$ cat config.mk
export PLATFORM = sky130hd
export DESIGN_NAME = job_feeder
export DESIGN_NICKNAME = d
export VERILOG_FILES = /design/src/rtl/job_feeder_pkg.sv /design/src/rtl/job_fifo.sv /design/src/rtl/job_feeder.sv
export SDC_FILE = /design/constraint.sdc
export NUM_CORES = 1
export LEC_CHECK = 0
export ABC_AREA = 1
export BUFFER_PORTS_ARGS = -buffer_cell sky130_fd_sc_hd__buf_2
export CAP_MARGIN = 10
export CORE_ASPECT_RATIO = 1.25
export CORE_MARGIN = 2
export CORE_UTILIZATION = 25
export DETAILED_ROUTE_END_ITERATION = 7
export HOLD_SLACK_MARGIN = 0.1
export SETUP_SLACK_MARGIN = 0.05
export SKIP_LAST_GASP = 1
export SYNTH_ARGS = -nofsm -noshare
export SYNTH_HDL_FRONTEND = slang
export SYNTH_SLANG_ARGS = --single-unit
export TNS_END_PERCENT = 1
$ cat constraint.sdc
create_clock -name clk -period 3.5 [get_ports clk]
set_clock_uncertainty 0.05 [all_clocks]
set_input_delay 0.525 -clock clk [delete_from_list [all_inputs] [get_ports clk]]
set_output_delay 0.525 -clock clk [all_outputs]
set_load 0.1 [all_outputs]
$ cat src/rtl/job_feeder_pkg.sv
`default_nettype none
// +----------------------------------------------------------------------+
// | job_feeder_pkg                                                       |
// | Shared widths, FSM state type and job record for job_feeder.         |
// | Revision: 1.0                                                        |
// +----------------------------------------------------------------------+
package job_feeder_pkg;

  localparam int c_X_W  = 8;
  localparam int c_ON_W = 2;
  localparam int c_S_W  = 3;
  localparam int c_Y_W  = 8;

  typedef enum logic [1:0] {
    ST_IDLE     = 2'd0,
    ST_ISSUE    = 2'd1,
    ST_WAIT_ACT = 2'd2,
    ST_RUN      = 2'd3
  } state_t;

  typedef struct packed {
    logic [c_X_W-1:0]  x;
    logic [c_ON_W-1:0] on;
  } job_t;

  localparam int c_JOB_W = $bits(job_t);

endpackage
`default_nettype wire

$ cat src/rtl/job_fifo.sv
`default_nettype none
// +----------------------------------------------------------------------+
// | job_fifo                                                             |
// | DEPTH-entry synchronous job queue with occupancy count.              |
// | Revision: 1.0                                                        |
// +----------------------------------------------------------------------+
module job_fifo
  import job_feeder_pkg::*;
#(
  parameter int DEPTH = 4,
  localparam int c_PTR_W = (DEPTH > 1) ? $clog2(DEPTH) : 1,
  localparam int c_CNT_W = $clog2(DEPTH + 1)
) (
  input  logic               clk,
  input  logic               rst,
  input  logic               push,
  input  job_t               push_data,
  input  logic               pop,
  output job_t               pop_data,
  output logic [c_CNT_W-1:0] count,
  output logic               full,
  output logic               empty
);

  logic [c_PTR_W-1:0] r_wr_ptr;
  logic [c_PTR_W-1:0] r_rd_ptr;
  logic [c_CNT_W-1:0] r_count;
  job_t               r_mem [DEPTH];
  logic               w_push;
  logic               w_pop;

  assign w_push = push && !full;
  assign w_pop  = pop && !empty;

  // Pointers wrap naturally because DEPTH is a power of two.
  always_ff @(posedge clk or negedge rst) begin
    if (!rst) begin
      r_wr_ptr <= '0;
      r_rd_ptr <= '0;
      r_count  <= '0;
    end else begin
      if (w_push) r_wr_ptr <= r_wr_ptr + c_PTR_W'(1);
      if (w_pop)  r_rd_ptr <= r_rd_ptr + c_PTR_W'(1);
      case ({w_push, w_pop})
        2'b10:   r_count <= r_count + c_CNT_W'(1);
        2'b01:   r_count <= r_count - c_CNT_W'(1);
        default: r_count <= r_count;
      endcase
    end
  end

  always_ff @(posedge clk) begin
    if (w_push) r_mem[r_wr_ptr] <= push_data;
  end

  assign pop_data = r_mem[r_rd_ptr];
  assign count    = r_count;
  assign full     = (r_count == c_CNT_W'(DEPTH));
  assign empty    = (r_count == '0);

endmodule
`default_nettype wire

$ cat src/rtl/job_feeder.sv
`default_nettype none
// +----------------------------------------------------------------------+
// | job_feeder                                                           |
// | Queues host jobs, issues them to one arithmetic unit and holds the   |
// | result behind a valid/ready handshake. Optional watchdog abort is    |
// | enabled with JOB_FEEDER_WATCHDOG_EN.                                 |
// | Revision: 1.0                                                        |
// +----------------------------------------------------------------------+
module job_feeder
  import job_feeder_pkg::*;
#(
  parameter int DEPTH   = 4,
  parameter int TIMEOUT = 255
) (
  input  logic              clk,
  input  logic              rst,
  input  logic              job_valid,
  output logic              job_ready,
  input  logic [c_X_W-1:0]  job_x,
  input  logic [c_ON_W-1:0] job_on,
  output logic [c_X_W-1:0]  x,
  output logic [c_ON_W-1:0] on,
  output logic              start,
  input  logic              active,
  input  logic [c_Y_W-1:0]  y,
  input  logic [c_S_W-1:0]  s,
  input  logic              b,
  output logic              res_valid,
  input  logic              res_ready,
  output logic [c_Y_W-1:0]  res_y,
  output logic [c_S_W-1:0]  res_s,
  output logic              res_b,
  output logic              res_err,
  output logic              busy
);

  localparam int c_CNT_W = $clog2(DEPTH + 1);

  state_t             r_state;
  state_t             w_state_next;
  job_t               w_push_job;
  job_t               w_head;
  logic [c_CNT_W-1:0] w_fifo_count;
  logic               w_fifo_full;
  logic               w_fifo_empty;
  logic               w_pop;
  logic               w_capture;
  logic               w_abort;
  logic               w_timeout;
  logic               w_res_blocked;

  logic [c_X_W-1:0]   r_x;
  logic [c_ON_W-1:0]  r_on;
  logic               r_res_valid;
  logic [c_Y_W-1:0]   r_res_y;
  logic [c_S_W-1:0]   r_res_s;
  logic               r_res_b;
  logic               r_res_err;

  assign w_push_job = {job_x, job_on};

  job_fifo #(
    .DEPTH (DEPTH)
  ) u_fifo (
    .clk       (clk),
    .rst       (rst),
    .push      (job_valid),
    .push_data (w_push_job),
    .pop       (w_pop),
    .pop_data  (w_head),
    .count     (w_fifo_count),
    .full      (w_fifo_full),
    .empty     (w_fifo_empty)
  );

  // A result being drained this edge does not block the next issue.
  assign w_res_blocked = r_res_valid && !res_ready;

`ifdef JOB_FEEDER_WATCHDOG_EN
  logic [15:0] r_wdog;

  always_ff @(posedge clk or negedge rst) begin
    if (!rst) begin
      r_wdog <= '0;
    end else if (r_state == ST_ISSUE) begin
      r_wdog <= '0;
    end else if ((r_state == ST_WAIT_ACT) || (r_state == ST_RUN)) begin
      r_wdog <= r_wdog + 16'd1;
    end
  end

  // Fires in the TIMEOUT-th cycle spent waiting or running.
  assign w_timeout = ((r_state == ST_WAIT_ACT) || (r_state == ST_RUN)) &&
                     (r_wdog == 16'(TIMEOUT - 1));
`else
  logic [15:0] w_unused_timeout;

  assign w_unused_timeout = 16'(TIMEOUT);
  assign w_timeout        = 1'b0;
`endif

  always_ff @(posedge clk or negedge rst) begin
    if (!rst) begin
      r_state <= ST_IDLE;
    end else begin
      r_state <= w_state_next;
    end
  end

  always_comb begin
    w_state_next = r_state;
    w_pop        = 1'b0;
    w_capture    = 1'b0;
    w_abort      = 1'b0;
    case (r_state)
      ST_IDLE: begin
        if (!w_fifo_empty && !w_res_blocked) begin
          w_pop        = 1'b1;
          w_state_next = ST_ISSUE;
        end
      end
      ST_ISSUE: begin
        w_state_next = ST_WAIT_ACT;
      end
      ST_WAIT_ACT: begin
        if (w_timeout) begin
          w_abort      = 1'b1;
          w_state_next = ST_IDLE;
        end else if (active) begin
          w_state_next = ST_RUN;
        end
      end
      ST_RUN: begin
        // A genuine completion outranks a coincident watchdog expiry.
        if (!active) begin
          w_capture    = 1'b1;
          w_state_next = ST_IDLE;
        end else if (w_timeout) begin
          w_abort      = 1'b1;
          w_state_next = ST_IDLE;
        end
      end
      default: begin
        w_state_next = ST_IDLE;
      end
    endcase
  end

  always_ff @(posedge clk or negedge rst) begin
    if (!rst) begin
      r_x         <= '0;
      r_on        <= '0;
      r_res_valid <= 1'b0;
      r_res_y     <= '0;
      r_res_s     <= '0;
      r_res_b     <= 1'b0;
      r_res_err   <= 1'b0;
    end else begin
      if (w_pop) begin
        r_x  <= w_head.x;
        r_on <= w_head.on;
      end
      if (w_capture) begin
        r_res_valid <= 1'b1;
        r_res_y     <= y;
        r_res_s     <= s;
        r_res_b     <= b;
        r_res_err   <= 1'b0;
      end else if (w_abort) begin
        r_res_valid <= 1'b1;
        r_res_y     <= '0;
        r_res_s     <= '0;
        r_res_b     <= 1'b0;
        r_res_err   <= 1'b1;
      end else if (r_res_valid && res_ready) begin
        r_res_valid <= 1'b0;
      end
    end
  end

  assign job_ready = !w_fifo_full;
  assign x         = r_x;
  assign on        = r_on;
  assign start     = (r_state == ST_ISSUE);
  assign res_valid = r_res_valid;
  assign res_y     = r_res_y;
  assign res_s     = r_res_s;
  assign res_b     = r_res_b;
  assign res_err   = r_res_err;
  assign busy      = (r_state != ST_IDLE) || (w_fifo_count != '0);

endmodule
`default_nettype wire

==> flow_metrics.tcl, run 1 <==
set metrics [dict create \
    required_ns 3.65 \
    period_share 0.656 \
    fin_crit_ns 2.30 \
    antenna_left 0 \
    routedWlPerCell_um 11.7 \
    ff_latch_area_um2 2000 \
    ios 54 \
    die_x_um 104 \
    design_area_um2 3780 \
    critPathMaxFanout 14 \
    synth_top_flop_cell "edfxtp_1" \
    vias_per_cell 3.96 \
    row_count 45 \
    grt_pass1_wl_um 9390 \
    wirelength_um 5710 \
    numCtsBuffers 9 \
    outcome "complete, no violations" \
    antenna_found_initial 0 \
    crit_path_end_kind "register" \
    detail_route.first_pass.iterations 6 \
    yosys_register_bits 72 \
    cts_resized 0 \
    fmax_mhz 436 \
    slew-limit-headroom 0.288 \
    drc 0 \
    drt_iter0_markers 99 \
    clock-root-buffer "clkbuf_16" \
    async_reset_ff_frac 0.444 \
    fillerInstances 1227 \
    syn_nets 304 \
    slew_viol_final 0 \
    crit_path_start_kind "register" \
    r2r_start "r_state[0]$_DFFE_PN0P_" \
    n_antenna_cell 0 \
    holdCritPathClass "primary input to asynchronous set/reset pin" \
    rsz0062_at_grt "no" \
    yosys.area.top_type "edfxtp_1" \
    drv_cap 0 \
    cts_buffer_depth 2 \
    cts_sinks 72 \
    area_growth_pct 21.1 \
    routabilityCongestion 0.743 \
    dr_total_vias 1936 \
    synth.cell_area_um2 3120 \
    fin_util 0.311 \
    grt_pass1_vias 1834 \
    htree_levels 3 \
    path_cells "inv_1 -> ha_1 -> nand3_4 -> inv_2 -> ha_1 -> fa_1 -> a21oi_1 -> o21ai_0 -> xor2_1" \
    portBuffers 52 \
    avgSynthCellArea_um2 11.7 \
    final_nets 358 \
    yosysTopAreaCellShare 0.385 \
    cts_hold_buffers 0 \
    final.setup.tns_ns 0 \
    grt_usage 0.0916 \
    critPathKind "register to register" \
    multi_input_area_um2 940 \
    ys_seq_area_frac 0.642 \
    core_region_area_um2 12200 \
    die_y_um 129 \
    hpwl_um 3980 \
    synth_cell_types 26 \
    yosysWarningCount 0 \
    grt_max_degree 33 \
    dpl_cell_area_um2 3500 \
    synth_edf_count 40 \
    overflow 0 \
    critPathMaxStageDelay_ns 0.39 \
    post_cts_buffers 0 \
    cp_common_cell "ha_1" \
    dieArea_um2 13400 \
    synth_area_leaders "edfxtp_1 (39%), dfrtp_1 (26%), nand2_1 (8.4%)" \
    whs_ns 0.202 \
    clk_latency_ns 0.33 \
    cts_tree "yes" \
    start_util 0.256 \
    tightestPinTransition_ns 1.06 \
    reg2reg_depth 9 \
    r2r_end "u_fifo.count[2]$_DFFE_PN0P_" \
    rrSetupSlack_ns 1.20 \
    setup_viol 0 \
    finalHoldViolCount 0 \
    clk_pin_slew_ns 0.06 \
    arrival_ns 2.44 \
    synthCells 266 \
    drive_gt1_frac 0.274 \
    cp_slowest_cell "dfrtp_1" \
]
==> flip-flops by register name, summed over array words and instances (netlist names), 2 cells and up <==
name             flops
res_y                8
u_fifo.count         3
u_fifo.r_mem        40
u_fifo.r_wr_ptr      2
u_fifo.r_rd_ptr      2
r_state              2
on                   2
x                    8
res_s                3
==> placed cells by master, fill, tap and decap left out, types with 5 or more instances in the layout <==
master     count
nand2_1       70
buf_2         52
edfxtp_1      40
dfrtp_1       32
nor2_1        26
inv_1         21
mux2_2        10
ha_1          10
o211ai_1       9
clkbuf_16      9
or2_1          7
o21ai_0        5
==> Yosys cell counts (3+ instances only) <==
cell type and number:
nand2_1 70, edfxtp_1 40, dfrtp_1 32, nor2_1 26
inv_1 21, ha_1 10, mux2_2 10, o211ai_1 9
or2_1 7, buf_6 5, o21ai_0 5, buf_4 4
mux2_4 3, nand2_2 3, nand3_1 3, xnor2_1 3
==> per-stage QoR <==
step,setup WS [ns],instances
after floorplan,0.893,266
after global placement,1.22,473
after detailed placement,1.15,473
after CTS,1.19,489
after global routing,1.05,489
final,1.20,489
==> per-layer routing <==
layer	track usage	wire length, µm
met1	0.105	2450
met2	0.155	2920
met3	0.0263	244
met4	0.0525	100
met5	0	0
==> area by class of cell <==
class | instances | share of cell area
inverters | 23 | 0.0229
clock buffers | 13 | 0.0689
repair buffers | 53 | 0.0709
well taps | 164 | 0.0543
multi-input cells | 161 | 0.249
clock inverters | 3 | 0.00431
flip-flops and latches | 72 | 0.530
==> logic make-up (layout without fill, tap and decap cells) <==
family | count (synthesis) | after routing | share of synthesized area
simple gates | 115 | 115 | 0.156
flops | 72 | 72 | 0.642
buf+inv | 33 | 92 | 0.0570
compound gates | 16 | 16 | 0.0329
mux | 13 | 13 | 0.0505
fa+ha+maj | 11 | 11 | 0.0465
xor+xnor | 5 | 5 | 0.0140
other cells | 1 | 1 | 0.00120
==> critical path: cells and delay by family (launching register included) <==
| family | cells | cell delay (ns) |
|---|---|---|
| AND/OR/NAND/NOR | 1 | 0.19 |
| AO/OA/AOI/OAI | 2 | 0.25 |
| buffers and inverters | 2 | 0.24 |
| adder cells (fa/ha/maj) | 3 | 0.90 |
| XOR/XNOR | 1 | 0.16 |
| flip-flops | 1 | 0.39 |
==> how the worst max path moves through the flow <==
stage | from | to
floorplan | res_valid$_DFFE_PN0P_ | u_fifo.count[2]$_DFFE_PN0P_
CTS | r_state[0]$_DFFE_PN0P_ | u_fifo.count[2]$_DFFE_PN0P_
detailed placement | res_ready | u_fifo.count[2]$_DFFE_PN0P_
global route | r_state[0]$_DFFE_PN0P_ | u_fifo.count[2]$_DFFE_PN0P_
finish | r_state[0]$_DFFE_PN0P_ | u_fifo.count[2]$_DFFE_PN0P_
global placement | res_ready | u_fifo.count[2]$_DFFE_PN0P_
Power of run 1 is left out: the tool's default activity adds up to more than one toggle a clock period on the data nets, which glitch-free logic cannot reach.
==> inputs of run 2 (changes only) <==
Settings changed: ABC_AREA 1 to 0.
Clock period 3.5 ns to 1.85 ns, I/O delays scaled along.
==> flow_metrics.tcl, run 2 <==
set metrics [dict create \
    rsz0062_at_grt "yes" \
    numCtsBuffers 9 \
    routabilityCongestion 0.653 \
    critPathMaxFanout 3 \
    numPlacedInstances 360 \
    cp_top_family "adder cells" \
    cp_slowest_cell "fa_2" \
    detail_route.first_pass.iterations 5 \
    area_growth_pct 31.3 \
    final_common_cell "buf_2" \
    start_util 0.255 \
    yosys.area.top_type "edfxtp_1" \
    yosysTopAreaCellShare 0.410 \
    final_nets 274 \
    final.setup.tns_ns -0.738 \
    row_count 44 \
    wirelength_um 5390 \
    n_antenna_cell 0 \
    reg2reg_depth 7 \
    period_share 1.14 \
    synth_area_leaders "edfxtp_1 (41%), dfrtp_1 (27%), mux2_2 (9.2%)" \
    synth.cell_area_um2 2930 \
    drt_iter0_markers 67 \
    r2r_start "u_fifo.count[0]$_DFFE_PN0P_" \
    r2r_end "u_fifo.count[1]$_DFFE_PN0P_" \
    clock-root-buffer "clkbuf_16" \
    finalHoldViolCount 0 \
    routedWlPerCell_um 14.2 \
    grt_pass1_wl_um 8360 \
    dieArea_um2 12600 \
    crit_path_start_kind "register" \
    grt_usage 0.0891 \
    avgSynthCellArea_um2 18.7 \
    vias_per_cell 4.09 \
    path_cells "buf_6 -> or3b_4 -> and2_4 -> inv_2 -> ha_4 -> fa_2 -> mux2_4" \
    drv_cap 0 \
    overflow 0 \
    synthCells 157 \
    largest_reg_flops 40 \
    fmax_mhz 475 \
    holdPathEnd "u_fifo.r_mem[2][6]$_DFFE_PP_" \
    fillerInstances 1119 \
    die_y_um 125 \
    grt_max_degree 21 \
    hp-start "job_x[4]" \
    cts_buffer_depth 2 \
    grt_pass1_vias 1641 \
    htree_levels 3 \
    yosysWarningCount 0 \
    clk_latency_ns 0.32 \
    hpwl_um 3770 \
    regMostFlops "u_fifo.r_mem" \
    ios 54 \
    slew_viol_final 0 \
    stdcell_count 379 \
    outcome "finished, violations left" \
    synth_top_cells_by_count "edfxtp_1 (40), dfrtp_1 (32), mux2_2 (24)" \
    arrival_ns 2.26 \
    antenna_left 0 \
    drc 0 \
    drive_gt1_frac 0.560 \
    ys_seq_area_frac 0.683 \
    cts_tree "yes" \
    clk_pin_slew_ns 0.06 \
    yosys_register_bits 72 \
    syn_nets 195 \
    synth_edf_count 40 \
    hold_path_depth 1 \
    crit_path_end_kind "register" \
    critPathMaxStageDelay_ns 0.42 \
    setup_viol 4 \
    final_cell_mix "buf_2 (51), edfxtp_1 (40), dfrtp_1 (31), mux2_2 (23), buf_4 (18)" \
    core_region_area_um2 11500 \
    portBuffers 52 \
    rrSetupSlack_ns -0.25 \
    failed_checks "setup timing" \
    post-route-worst-setup-slack_ns -0.254 \
    synth_top_flop_cell "edfxtp_1" \
    synth_most_common_cell "edfxtp_1" \
    dr_total_vias 1552 \
    fin_crit_ns 2.10 \
    cp.buffers_inverters 2 \
    holdCritPathClass "primary input to register" \
    synth_cell_types 32 \
    die_x_um 101 \
    antenna_found_initial 0 \
    cts_sinks 72 \
    async_reset_ff_frac 0.444 \
    critPathKind "register to register" \
    required_ns 2.01 \
]
run 2: changes by cell type after synthesis, moves of 3 or more:
cell,previous run,this run
nand2_1,70,1
nor2_1,26,2
inv_1,21,7
mux2_2,10,24
mux4_2,0,9
o211ai_1,9,0
or2_1,7,0
o21ai_0,5,0
and3_2,0,4
buf_4,4,1
buf_6,5,2
nand2_2,3,0
run 2: cell families (layout without fill, tap and decap cells):
logic type / after synthesis / in the layout / synth area share
other cells: 1 / 1 / 0.00128
compound gates: 2 / 2 / 0.00555
mux: 36 / 36 / 0.179
buf+inv: 12 / 96 / 0.0222
fa+ha+maj: 11 / 11 / 0.0495
flops: 72 / 72 / 0.683
xor+xnor: 6 / 6 / 0.0179
simple gates: 17 / 17 / 0.0418
run 2: stage by stage:
step	cell area (µm²)	worst slack [ns]	util	hold slack, ns
floorplan	2950	-0.362	-	-0.0681
global placement	3490	-0.175	0.304	0.128
detailed placement	3490	-0.270	0.304	0.132
CTS	3830	-0.246	0.333	0.108
global route	3850	-0.296	0.335	0.114
finish	3850	-0.254	0.335	0.121
run 2: cell type report:
cell class                 instances  area [µm²]  share of cell area
inverter                           7        26.3             0.00682
clock inverter                     7        86.3              0.0224
multi-input combinational         73         891               0.231
tap                              138         173              0.0448
timing repair buffer              73         443               0.115
sequential                        72        2010               0.521
clock buffer                       9         225              0.0585
run 2: timing repair:
action / 4_1_cts / 5_1_grt
setup endpoints to repair: 5 / 6
gates resized for setup: 3 / 3
pin swaps: 2 / 4
setup buffers: 1 / 1
hold buffers: 1 / 0
endpoints found under the hold margin: 12 / 0
run 2: worst max path at each step:
stage / from / to / slack (ns) / cells past startpoint
after floorplan: u_fifo.count[0]$_DFFE_PN0P_ / u_fifo.count[1]$_DFFE_PN0P_ / -0.36 / 6
after global placement: u_fifo.count[0]$_DFFE_PN0P_ / u_fifo.count[2]$_DFFE_PN0P_ / -0.18 / 8
after detailed placement: u_fifo.count[0]$_DFFE_PN0P_ / u_fifo.count[2]$_DFFE_PN0P_ / -0.27 / 8
after CTS: u_fifo.count[0]$_DFFE_PN0P_ / u_fifo.count[2]$_DFFE_PN0P_ / -0.25 / 8
after global routing: u_fifo.count[0]$_DFFE_PN0P_ / u_fifo.count[1]$_DFFE_PN0P_ / -0.30 / 7
final: u_fifo.count[0]$_DFFE_PN0P_ / u_fifo.count[1]$_DFFE_PN0P_ / -0.25 / 7
run 2: metal layers:
| metal | global-route usage | share of wire | vias to the layer above | routed length (µm) |
|---|---|---|---|---|
| li1 | - | - | 746 | - |
| met1 | 0.106 | 0.42 | 749 | 2290 |
| met2 | 0.147 | 0.51 | 52 | 2750 |
| met3 | 0.0313 | 0.058 | 5 | 311 |
| met4 | 0.0314 | 0.0074 | 0 | 40 |
| met5 | 0 | 0 | - | 0 |
Power of run 2 is left out for the same reason.
==> inputs of run 3 (changes only) <==
Clock period 1.85 ns to 2 ns, I/O delays scaled along.
==> flow_metrics.tcl, run 3 (synthesized netlist as in run 2, its figures left out) <==
set metrics [dict create \
    grt_pass1_wl_um 8630 \
    overflow 0 \
    cts_tree "yes" \
    ios 54 \
    drc 0 \
    reg2reg_depth 6 \
    area_growth_pct 32.2 \
    outcome "complete, no violations" \
    vias_per_cell 4.14 \
    drive_gt1_frac 0.579 \
    setup_viol 0 \
    fmax_mhz 500 \
    hpwl_um 3660 \
    clk_pin_slew_ns 0.06 \
    fin_crit_ns 2.00 \
    cts_buffer_depth 2 \
    row_count 44 \
    die_y_um 125 \
    final_cell_mix "buf_2 (51), edfxtp_1 (40), dfrtp_1 (31), mux2_2 (23), buf_4 (20)" \
    required_ns 2.16 \
    tightestPinTransition_ns 0.525 \
    crit_path_start_kind "register" \
    final_common_cell "buf_2" \
    rsz0062_at_grt "yes" \
    grt_max_degree 14 \
    n_antenna_cell 0 \
    antenna_left 0 \
    largest_reg_flops 40 \
    htree_levels 3 \
    drv_cap 0 \
    clock-root-buffer "clkbuf_16" \
    die_x_um 101 \
    hold_path_depth 1 \
    critPathKind "register to register" \
    routedWlPerCell_um 14.2 \
    grt_pass1_vias 1694 \
    slew-limit-headroom 0.650 \
    start_util 0.255 \
    cp_num_cells 6 \
    cts_sinks 72 \
    cp.buffers_inverters 1 \
    fin_util 0.337 \
    final_nets 275 \
    cp_top_family "simple AND/OR/NAND/NOR gates" \
    slew_viol_final 0 \
    antenna_found_initial 0 \
    wirelength_um 5410 \
    path_cells "or3b_4 -> and2_4 -> inv_4 -> ha_4 -> fa_2 -> mux2_4" \
    core_region_area_um2 11500 \
    detail_route.first_pass.iterations 6 \
    dieArea_um2 12600 \
    holdCritPathClass "primary input to register" \
    dr_total_vias 1573 \
    crit_path_end_kind "register" \
    cp_slowest_cell "fa_2" \
    regMostFlops "u_fifo.r_mem" \
    routabilityCongestion 0.668 \
    portBuffers 52 \
    finalHoldViolCount 0 \
    arrival_ns 2.16 \
    period_share 0.999 \
    critPathMaxStageDelay_ns 0.42 \
    critPathMaxFanout 4 \
    drt_iter0_markers 38 \
    grt_usage 0.0917 \
    clk_latency_ns 0.33 \
    numCtsBuffers 9 \
]
-- run 3: area by class of cell --
type | count | area [µm²]
fill | 1086 | 7630
tap | 138 | 173
multi-input combinational | 73 | 916
clock buffer | 10 | 229
inverter | 7 | 28.8
timing repair buffer | 74 | 455
sequential | 72 | 2010
clock inverter | 6 | 68.8
-- run 3: timing repair --
action                                  in CTS  in global routing
endpoints found under the hold margin       32                  0
pin swaps                                    4                  7
buffers inserted                             7                  2
resized for setup                           11                  3
hold buffers                                 1                  0
gates cloned                                 0                  0
endpoints found under the setup margin       3                  4
-- run 3: path summary, 6_finish.rpt --
kind                                             start                      endpoint  slack [ns]
max reg2reg                u_fifo.count[0]$_DFFE_PN0P_   u_fifo.count[1]$_DFFE_PN0P_       0.002
min                                           job_x[1]  u_fifo.r_mem[1][3]$_DFFE_PP_        0.13
min reg2reg                       res_y[6]$_DFFE_PN0P_          res_y[6]$_DFFE_PN0P_        0.45
max in group asynchronous                          rst   u_fifo.count[0]$_DFFE_PN0P_        1.16
min in group asynchronous                          rst          res_y[2]$_DFFE_PN0P_        0.30
max                        u_fifo.count[0]$_DFFE_PN0P_   u_fifo.count[1]$_DFFE_PN0P_       0.002
-- run 3: metrics by stage --
step                      setup TNS, ns  cells  hold WS, ns  setup WS [ns]  instance area [µm²]
after floorplan                  -0.430    157      -0.0456         -0.212                 2950
after global placement          -0.0258    354        0.123        -0.0258                 3450
after detailed placement        -0.0933    354        0.119        -0.0652                 3450
after CTS                             0    378        0.119        0.00521                 3840
after global routing             -0.119    380        0.126        -0.0491                 3880
final                                 0    380        0.132        0.00155                 3880
-- run 3: worst register-to-register path: stages, from the launching register on --
cell and delay [ns]:
dfrtp_1 0.40, or3b_4 0.41, and2_4 0.16, inv_4 0.05
ha_4 0.13, fa_2 0.42, mux2_4 0.27
-- run 3: routing by layer --
layer / wire, µm / GRT usage
met5: 0 / 0
met4: 76 / 0.0363
met3: 374 / 0.0330
met2: 2760 / 0.155
met1: 2200 / 0.104
Power of run 3 is left out for the same reason.
